### src/rtl/regbank_wb.sv
// regbank_wb: 6809 writeback pipeline and programmer-visible register bank.
// Optional 6309 registers (W/E/F/V) enabled by defining REGBANK_6309_EN.
// Ports:
//   clk_in, rst_in                 clock, synchronous active-high reset
//   wb_valid_in/reg/data           ALU result write request, committed WB_LAT cycles later
//   wb_ccr_we_in, wb_ccr_in        optional CC update carried with the write
//   exg_valid_in, exg_r0/r1_in     single-cycle register exchange
//   pc_inc_in                      PC increment
//   rd_a/b_sel_in, rd_a/b_out      combinational operand read ports
//   cc_out, pc_out                 current CC and PC
//   hazard_out, busy_out           read-after-write alias flag, pipeline occupancy
module regbank_wb #(
    parameter int WB_LAT = 1
) (
    input  logic        clk_in,
    input  logic        rst_in,
    input  logic        wb_valid_in,
    input  logic [3:0]  wb_reg_in,
    input  logic [15:0] wb_data_in,
    input  logic        wb_ccr_we_in,
    input  logic [7:0]  wb_ccr_in,
    input  logic        exg_valid_in,
    input  logic [3:0]  exg_r0_in,
    input  logic [3:0]  exg_r1_in,
    input  logic        pc_inc_in,
    input  logic [3:0]  rd_a_sel_in,
    input  logic [3:0]  rd_b_sel_in,
    output logic [15:0] rd_a_out,
    output logic [15:0] rd_b_out,
    output logic [7:0]  cc_out,
    output logic [15:0] pc_out,
    output logic        hazard_out,
    output logic        busy_out
);
    localparam int L = WB_LAT - 1;

    logic        pv_q   [WB_LAT];
    logic [3:0]  pr_q   [WB_LAT];
    logic [15:0] pd_q   [WB_LAT];
    logic        pwe_q  [WB_LAT];
    logic [7:0]  pcc_q  [WB_LAT];

    logic [7:0]  a_q, a_d, b_q, b_d, dp_q, dp_d, cc_q, cc_d;
    logic [15:0] x_q, x_d, y_q, y_d, u_q, u_d, s_q, s_d, pc_q, pc_d;
`ifdef REGBANK_6309_EN
    logic [7:0]  e_q, e_d, f_q, f_d;
    logic [15:0] v_q, v_d;
`endif

    logic        w_en  [3];
    logic [3:0]  w_reg [3];
    logic [15:0] w_dat [3];

    function automatic logic [15:0] rd(input logic [3:0] s);
        case (s)
            4'h0: rd = {a_q, b_q};
            4'h1: rd = x_q;
            4'h2: rd = y_q;
            4'h3: rd = u_q;
            4'h4: rd = s_q;
            4'h5: rd = pc_q;
            4'h8: rd = {8'h00, a_q};
            4'h9: rd = {8'h00, b_q};
            4'hA: rd = {8'h00, cc_q};
            4'hB: rd = {8'h00, dp_q};
`ifdef REGBANK_6309_EN
            4'h6: rd = {e_q, f_q};
            4'h7: rd = v_q;
            4'hE: rd = {8'h00, e_q};
            4'hF: rd = {8'h00, f_q};
`endif
            default: rd = 16'hFFFF;
        endcase
    endfunction

    // Two codes alias when equal or when one is a 16-bit pair containing the other.
    function automatic logic ovl(input logic [3:0] p, input logic [3:0] q);
        ovl = (p == q)
            || (p == 4'h0 && (q == 4'h8 || q == 4'h9))
            || (q == 4'h0 && (p == 4'h8 || p == 4'h9))
`ifdef REGBANK_6309_EN
            || (p == 4'h6 && (q == 4'hE || q == 4'hF))
            || (q == 4'h6 && (p == 4'hE || p == 4'hF))
`endif
            ;
    endfunction

    assign rd_a_out = rd(rd_a_sel_in);
    assign rd_b_out = rd(rd_b_sel_in);
    assign cc_out   = cc_q;
    assign pc_out   = pc_q;

    // Write slots in increasing priority: the pipeline commit is applied last so it wins over EXG.
    assign w_en[0]  = exg_valid_in;
    assign w_reg[0] = exg_r0_in;
    assign w_dat[0] = rd(exg_r1_in);
    assign w_en[1]  = exg_valid_in;
    assign w_reg[1] = exg_r1_in;
    assign w_dat[1] = rd(exg_r0_in);
    assign w_en[2]  = pv_q[L];
    assign w_reg[2] = pr_q[L];
    assign w_dat[2] = pd_q[L];

    always_comb begin
        hazard_out = wb_valid_in && (ovl(rd_a_sel_in, wb_reg_in) || ovl(rd_b_sel_in, wb_reg_in));
        busy_out   = 1'b0;
        for (int i = 0; i < WB_LAT; i++) begin
            hazard_out = hazard_out || (pv_q[i] && (ovl(rd_a_sel_in, pr_q[i]) || ovl(rd_b_sel_in, pr_q[i])));
            busy_out   = busy_out || pv_q[i];
        end
    end

    always_comb begin
        a_d  = a_q;
        b_d  = b_q;
        dp_d = dp_q;
        cc_d = cc_q;
        x_d  = x_q;
        y_d  = y_q;
        u_d  = u_q;
        s_d  = s_q;
        pc_d = pc_inc_in ? pc_q + 16'd1 : pc_q;
`ifdef REGBANK_6309_EN
        e_d  = e_q;
        f_d  = f_q;
        v_d  = v_q;
`endif
        for (int i = 0; i < 3; i++) begin
            if (i == 2 && w_en[i] && pwe_q[L]) cc_d = pcc_q[L];
            if (w_en[i]) begin
                case (w_reg[i])
                    4'h0: begin
                        a_d = w_dat[i][15:8];
                        b_d = w_dat[i][7:0];
                    end
                    4'h1: x_d  = w_dat[i];
                    4'h2: y_d  = w_dat[i];
                    4'h3: u_d  = w_dat[i];
                    4'h4: s_d  = w_dat[i];
                    4'h5: pc_d = w_dat[i];
                    4'h8: a_d  = w_dat[i][7:0];
                    4'h9: b_d  = w_dat[i][7:0];
                    4'hA: cc_d = w_dat[i][7:0];
                    4'hB: dp_d = w_dat[i][7:0];
`ifdef REGBANK_6309_EN
                    4'h6: begin
                        e_d = w_dat[i][15:8];
                        f_d = w_dat[i][7:0];
                    end
                    4'h7: v_d  = w_dat[i];
                    4'hE: e_d  = w_dat[i][7:0];
                    4'hF: f_d  = w_dat[i][7:0];
`endif
                    default: ;
                endcase
            end
        end
    end

    always_ff @(posedge clk_in) begin
        if (rst_in) begin
            for (int i = 0; i < WB_LAT; i++) pv_q[i] <= 1'b0;
            a_q  <= 8'h00;
            b_q  <= 8'h00;
            dp_q <= 8'h00;
            cc_q <= 8'h50;
            x_q  <= 16'h0000;
            y_q  <= 16'h0000;
            u_q  <= 16'h0000;
            s_q  <= 16'h0000;
            pc_q <= 16'h0000;
`ifdef REGBANK_6309_EN
            e_q  <= 8'h00;
            f_q  <= 8'h00;
`endif
        end else begin
            pv_q[0] <= wb_valid_in;
            for (int i = 1; i < WB_LAT; i++) pv_q[i] <= pv_q[i-1];
            a_q  <= a_d;
            b_q  <= b_d;
            dp_q <= dp_d;
            cc_q <= cc_d;
            x_q  <= x_d;
            y_q  <= y_d;
            u_q  <= u_d;
            s_q  <= s_d;
            pc_q <= pc_d;
`ifdef REGBANK_6309_EN
            e_q  <= e_d;
            f_q  <= f_d;
`endif
        end
    end

`ifdef REGBANK_6309_EN
    // V deliberately survives reset.
    always_ff @(posedge clk_in) begin
        if (!rst_in) v_q <= v_d;
    end
`endif

    // Payload needs no reset; only the valid bits gate its use.
    always_ff @(posedge clk_in) begin
        pr_q[0]  <= wb_reg_in;
        pd_q[0]  <= wb_data_in;
        pwe_q[0] <= wb_ccr_we_in;
        pcc_q[0] <= wb_ccr_in;
        for (int i = 1; i < WB_LAT; i++) begin
            pr_q[i]  <= pr_q[i-1];
            pd_q[i]  <= pd_q[i-1];
            pwe_q[i] <= pwe_q[i-1];
            pcc_q[i] <= pcc_q[i-1];
        end
    end
endmodule
### config.mk
export PLATFORM = sky130hd
export DESIGN_NAME = regbank_wb
export DESIGN_NICKNAME = d
export VERILOG_FILES = /design/src/rtl/regbank_wb.sv
export SDC_FILE = /design/constraint.sdc
export NUM_CORES = 1
export LEC_CHECK = 0
export ABC_AREA = 1
export CAP_MARGIN = 25
export CORE_ASPECT_RATIO = 2
export CORE_UTILIZATION = 59
export DETAILED_ROUTE_END_ITERATION = 8
export PLACE_DENSITY_LB_ADDON = 0.12
export SLEW_MARGIN = 15
export SYNTH_ARGS = -nofsm -noshare
export SYNTH_HDL_FRONTEND = slang
export SYNTH_SLANG_ARGS = --single-unit
### constraint.sdc
create_clock -name clk_in -period 2.3 [get_ports clk_in]
set_input_delay 0.345 -clock clk_in [delete_from_list [all_inputs] [get_ports clk_in]]
set_output_delay 0.345 -clock clk_in [all_outputs]
set_load 0.01 [all_outputs]
==> results of run 1 <==
==> repair_timing <==
| item | in CTS |
|---|---|
| resized for setup | 197 |
| endpoints found under the hold margin | 0 |
| buffers inserted | 9 |
| endpoints found under the setup margin | 33 |
| pin swaps | 33 |
==> logic make-up after synthesis <==
group | share of synthesized area
XOR/XNOR | 0.0175
AO/OA/AOI/OAI | 0.378
flip-flops | 0.258
AND/OR/NAND/NOR | 0.243
buffers and inverters | 0.103
adder cells (fa/ha/maj) | 0.00114
==> Yosys cell counts (6+ instances only) <==
master / count
nor2_4: 7
dfxtp_1: 142
clkbuf_1: 49
inv_2: 13
o22ai_1: 92
o21ai_0: 246
nand2_1: 308
a31oi_1: 6
clkinv_1: 8
buf_2: 23
a21oi_1: 234
nor2_2: 15
inv_1: 191
a22oi_1: 6
a221oi_1: 24
nand2_2: 13
nand3_1: 80
o211ai_1: 45
nor2_1: 163
a32o_1: 7
o221ai_1: 18
xnor2_1: 12
nor3_1: 6
xor2_1: 10
o2111ai_1: 15
o21ai_1: 17
nor4_1: 6
nand4_1: 12
==> per-stage QoR <==
| stage | hold slack, ns | TNS (ns) |
|---|---|---|
| floorplan | 0.373 | 0 |
| global placement | 0.501 | -37.18 |
| detailed placement | 0.505 | -42.30 |
| CTS | 0.335 | 0 |
==> metal layers <==
| layer | GRT usage | GRT overflow |
|---|---|---|
| met5 | 0.228 | 1 |
| met4 | 0.835 | 175 |
| met3 | 0.597 | 11 |
| met2 | 1.03 | 437 |
| met1 | 0.785 | 9 |
==> metrics, run 1 <==
largest net degree at the start of global routing=29; height of the die=195 um; Avg Cell Area, Syn=~6 um2; H-tree Lvls=4; clk sinks=142; hpwl dp=48.3 mm; pre-CTS WS=-0.601 ns; status=did not finish; Tot GR Track Use=0.808; Placement Cell Area=roughly 0.015 mm2; synth top area cells=dfxtp_1, o21ai_0, a21oi_1; io pins=108; total CTS buffers=17; Chip Width=98.6 um; Cell Area, Synth=0.0110 mm2; Cell variety after synth=46; Ys Warns=0; Mapped Nets=1851; number of synthesized register bits=142; vias in the first global route=around 19000; area leader, netlist=dfxtp_1; Post-synth ARST share=0; post-synthesis sequential area ratio=0.258; FP Rows=70; first-pass GRT wire length=121 mm; Clock Root Buffer=clkbuf_16; total grt overflow=633; Hold-fix buffers, CTS=0; Exit stage=global routing (5_1_grt); Yosys top cell area share=0.258; Cells after DPL=2340; Err=[ERROR GRT-0116] Global routing finished with congestion. Check the congestion regions in the DRC Viewer.; EDFF count, synth=0; Port-buffer cells=about 110; Initial Util=0.602; Synth Flop Type=dfxtp_1; synthesized instance count=1800; GPL Wtd Cong=1.44; Max Buffers Root-to-Sink=2
==> run 2: changes to the inputs <==
CORE_ASPECT_RATIO = not set   (was 2)
CORE_UTILIZATION = 40   (was 59)
PLACE_DENSITY_LB_ADDON = 0.15   (was 0.12)
==> metrics, run 2 <==
Synth Area in Simple Gates=0.243; Routed WL=71.5 mm; Min Hold Slack=about 0.32 ns; Post-Synth Adder-Cell Area=0.00114; area delta synth->final=43.3%; Max Buffers Root-to-Sink=2; delay-heaviest family, CP=buffers and inverters; Ys Warns=0; CTS tree=yes; post-synthesis sequential area ratio=0.258; synthesized instance count=between 1500 and 2000; crit path cell chain=buf_2, buf_4, nand2_1, nor2_1, buf_4, inv_2, o22ai_1, a221oi_1, o2111ai_1, dlygate4sd2_1; vias in the first global route=15199; Tot GR Track Use=0.494; FP Rows=60; Placement Cell Area=0.0149 mm2; RSZ-0062 raised after global routing=true; CP arrival=1.95 ns; clk sinks=142; initial antenna violation count=0; EDFF count, synth=0; count leader, synth=nand2_1; Storage cell area=0.00285 mm2; crit share post-route=0.999; most instantiated cells after synthesis=nand2_1, o21ai_0, a21oi_1; Post-synth ARST share=0; MaxCap Viol Count=0; Synth Flop Type=dfxtp_1; synth top area cells=dfxtp_1, o21ai_0, a21oi_1; mux contribution to synthesized area=0; Die ar.=~0.028 mm2; Final Util=0.586; xor/xnor share of the synthesized area=0.0175; Peak Freq=435 MHz; failing checks=DRC; hpwl dp=approximately 54 mm; number of synthesized register bits=~140; Routed Antenna Nets=0; total CTS buffers=17; Worst Path Max Fanout=7; fin crit period=roughly 2.3 ns; Compound-Gate Fraction of Synth Area=0.378; largest net degree at the start of global routing=101; Mapped Nets=1851; final net count=2233; drt pass-1 iters=9; DR vias/cell=6.55; core area=0.0270 mm2; commonest non-fill, non-tap cell in the layout=buf_4; GPL Wtd Cong=approximately 1.1; Chip Width=between 150 and 200 um; latest clock arrival within the worst-skew pair=0.46 ns; final hold vios=0; Pleak=roughly 6.6 nW; Cell Area, Synth=0.0110 mm2; main combinational cell family by area after synthesis=compound AO/OA/AOI/OAI gates; Fin Setup TNS=0 ns; finished layout cell area=0.0158 mm2; critical path buffer and inverter count=5; Slew Viols, Final=0; Critical Path Source Type=primary input; Hold Crit Class=in -> reg; VDD IR-drop max=roughly 0.00052 V; Multi-input gate area=roughly 0.0073 mm2; clk slew on worst S/H paths=0.08 ns; Yosys top cell area share=0.258; max_slew headroom=0.398; # fillers=2605; DR iter-0 viols=roughly 3200; Critical-path top delay cell=dlygate4sd2_1; Cell variety after synth=46; height of the die=168 um; Port-buffer cells=about 110; Hold-fix buffers, CTS=0; Initial Util=0.409; total grt overflow=0; drt drc=21; Avg Cell Area, Syn=6.12 um2; io pins=about 110; peak per-stage delay on the critical path=0.32 ns; CP Data Required Time=1.96 ns; area leader, netlist=dfxtp_1; status=finished with violations; Worst setup EP type=output pin; WS Path Type=in -> out; wire per inst=28.2 um; most frequent cells in the layout=buf_4, nand2_1, o21ai_0, a21oi_1, inv_1; Power Density=501 mW/mm2; first-pass GRT wire length=101 mm; Clock Root Buffer=clkbuf_16; H-tree Lvls=4; Power Total=7.91 mW; CP most frequent cell=buf_4; Worst Skew=0.0108 ns; via count=16638; Tightest Pin Transition=0.902 ns; layout cells sized above 1=0.236; Final setup viols=0
[run 2: cell counts after synthesis]
Identical to the previous run, type by type.
[run 2: repair_timing]
action | CTS | global route
setup buffers | 0 | 1
resized for setup | 112 | 74
endpoints found under the setup margin | 47 | 118
gates cloned | 0 | 3
pin swaps | 10 | 11
[run 2: final timing paths]
| kind | end | slack, ns | depth (start not counted) | startpoint |
|---|---|---|---|---|
| worst max-delay path | rd_a_out[15] | 0.002 | 10 | rd_a_sel_in[0] |
| worst min-delay path | pd_q[0][4]$_DFF_P_ | 0.32 | 1 | wb_data_in[4] |
| worst max register to register | pc_out[4]$_SDFF_PP0_ | 0.07 | 9 | pc_out[1]$_SDFF_PP0_ |
| worst min register to register | cc_out[1]$_SDFF_PP0_ | 0.53 | 2 | pcc_q[0][1]$_DFF_P_ |
[run 2: final cells by class]
cell class                      count  area share
Tap cell                          341      0.0270
Clock buffer                       17      0.0269
Multi-Input combinational cell   1368       0.463
Antenna cell                        3    0.000475
Inverter                          212      0.0512
Timing Repair Buffer              440       0.239
Clock inverter                     15      0.0120
Timing Repair inverter              1    0.000317
Sequential cell                   142       0.180
[run 2: through the flow]
stage	setup WS (ns)	cells
floorplan	0.342	1800
CTS	-0.000820	2532
global route	-0.0416	2536
global placement	-0.621	2500
finish	0.00173	2539
detailed placement	-0.648	2500
[run 2: report_power, final]
part | total, mW | internal, mW | switching, mW
Combinational | 2.03 | 0.786 | 1.25
Sequential | 2.77 | 2.58 | 0.197
Clock | 3.10 | 1.67 | 1.44
Total | 7.91 | 5.03 | 2.88
[run 2: logic make-up after synthesis]
family / after synthesis
compound gates: 723
simple gates: 622
buf+inv: 290
flops: 142
xor+xnor: 22
fa+ha+maj: 1
[run 2: routing by layer]
| metal | part of all wire | GRT usage | up-vias |
|---|---|---|---|
| li1 | - | - | 7093 |
| met1 | 0.36 | 0.628 | 7597 |
| met2 | 0.39 | 0.684 | 1554 |
| met3 | 0.17 | 0.198 | 394 |
| met4 | 0.081 | 0.326 | 0 |
| met5 | 0 | 0 | - |
[run 2: worst reg2reg max path, stage by stage (launching register included)]
cell and delay [ns]:
dfxtp_1 0.54, ha_1 0.25, nand2_1 0.12, nor2_1 0.35, nand2_1 0.23, xor2_1 0.20
a21oi_1 0.19, o211ai_1 0.11, o211ai_1 0.09, inv_1 0.06
Power figures use the tool's default switching activity.
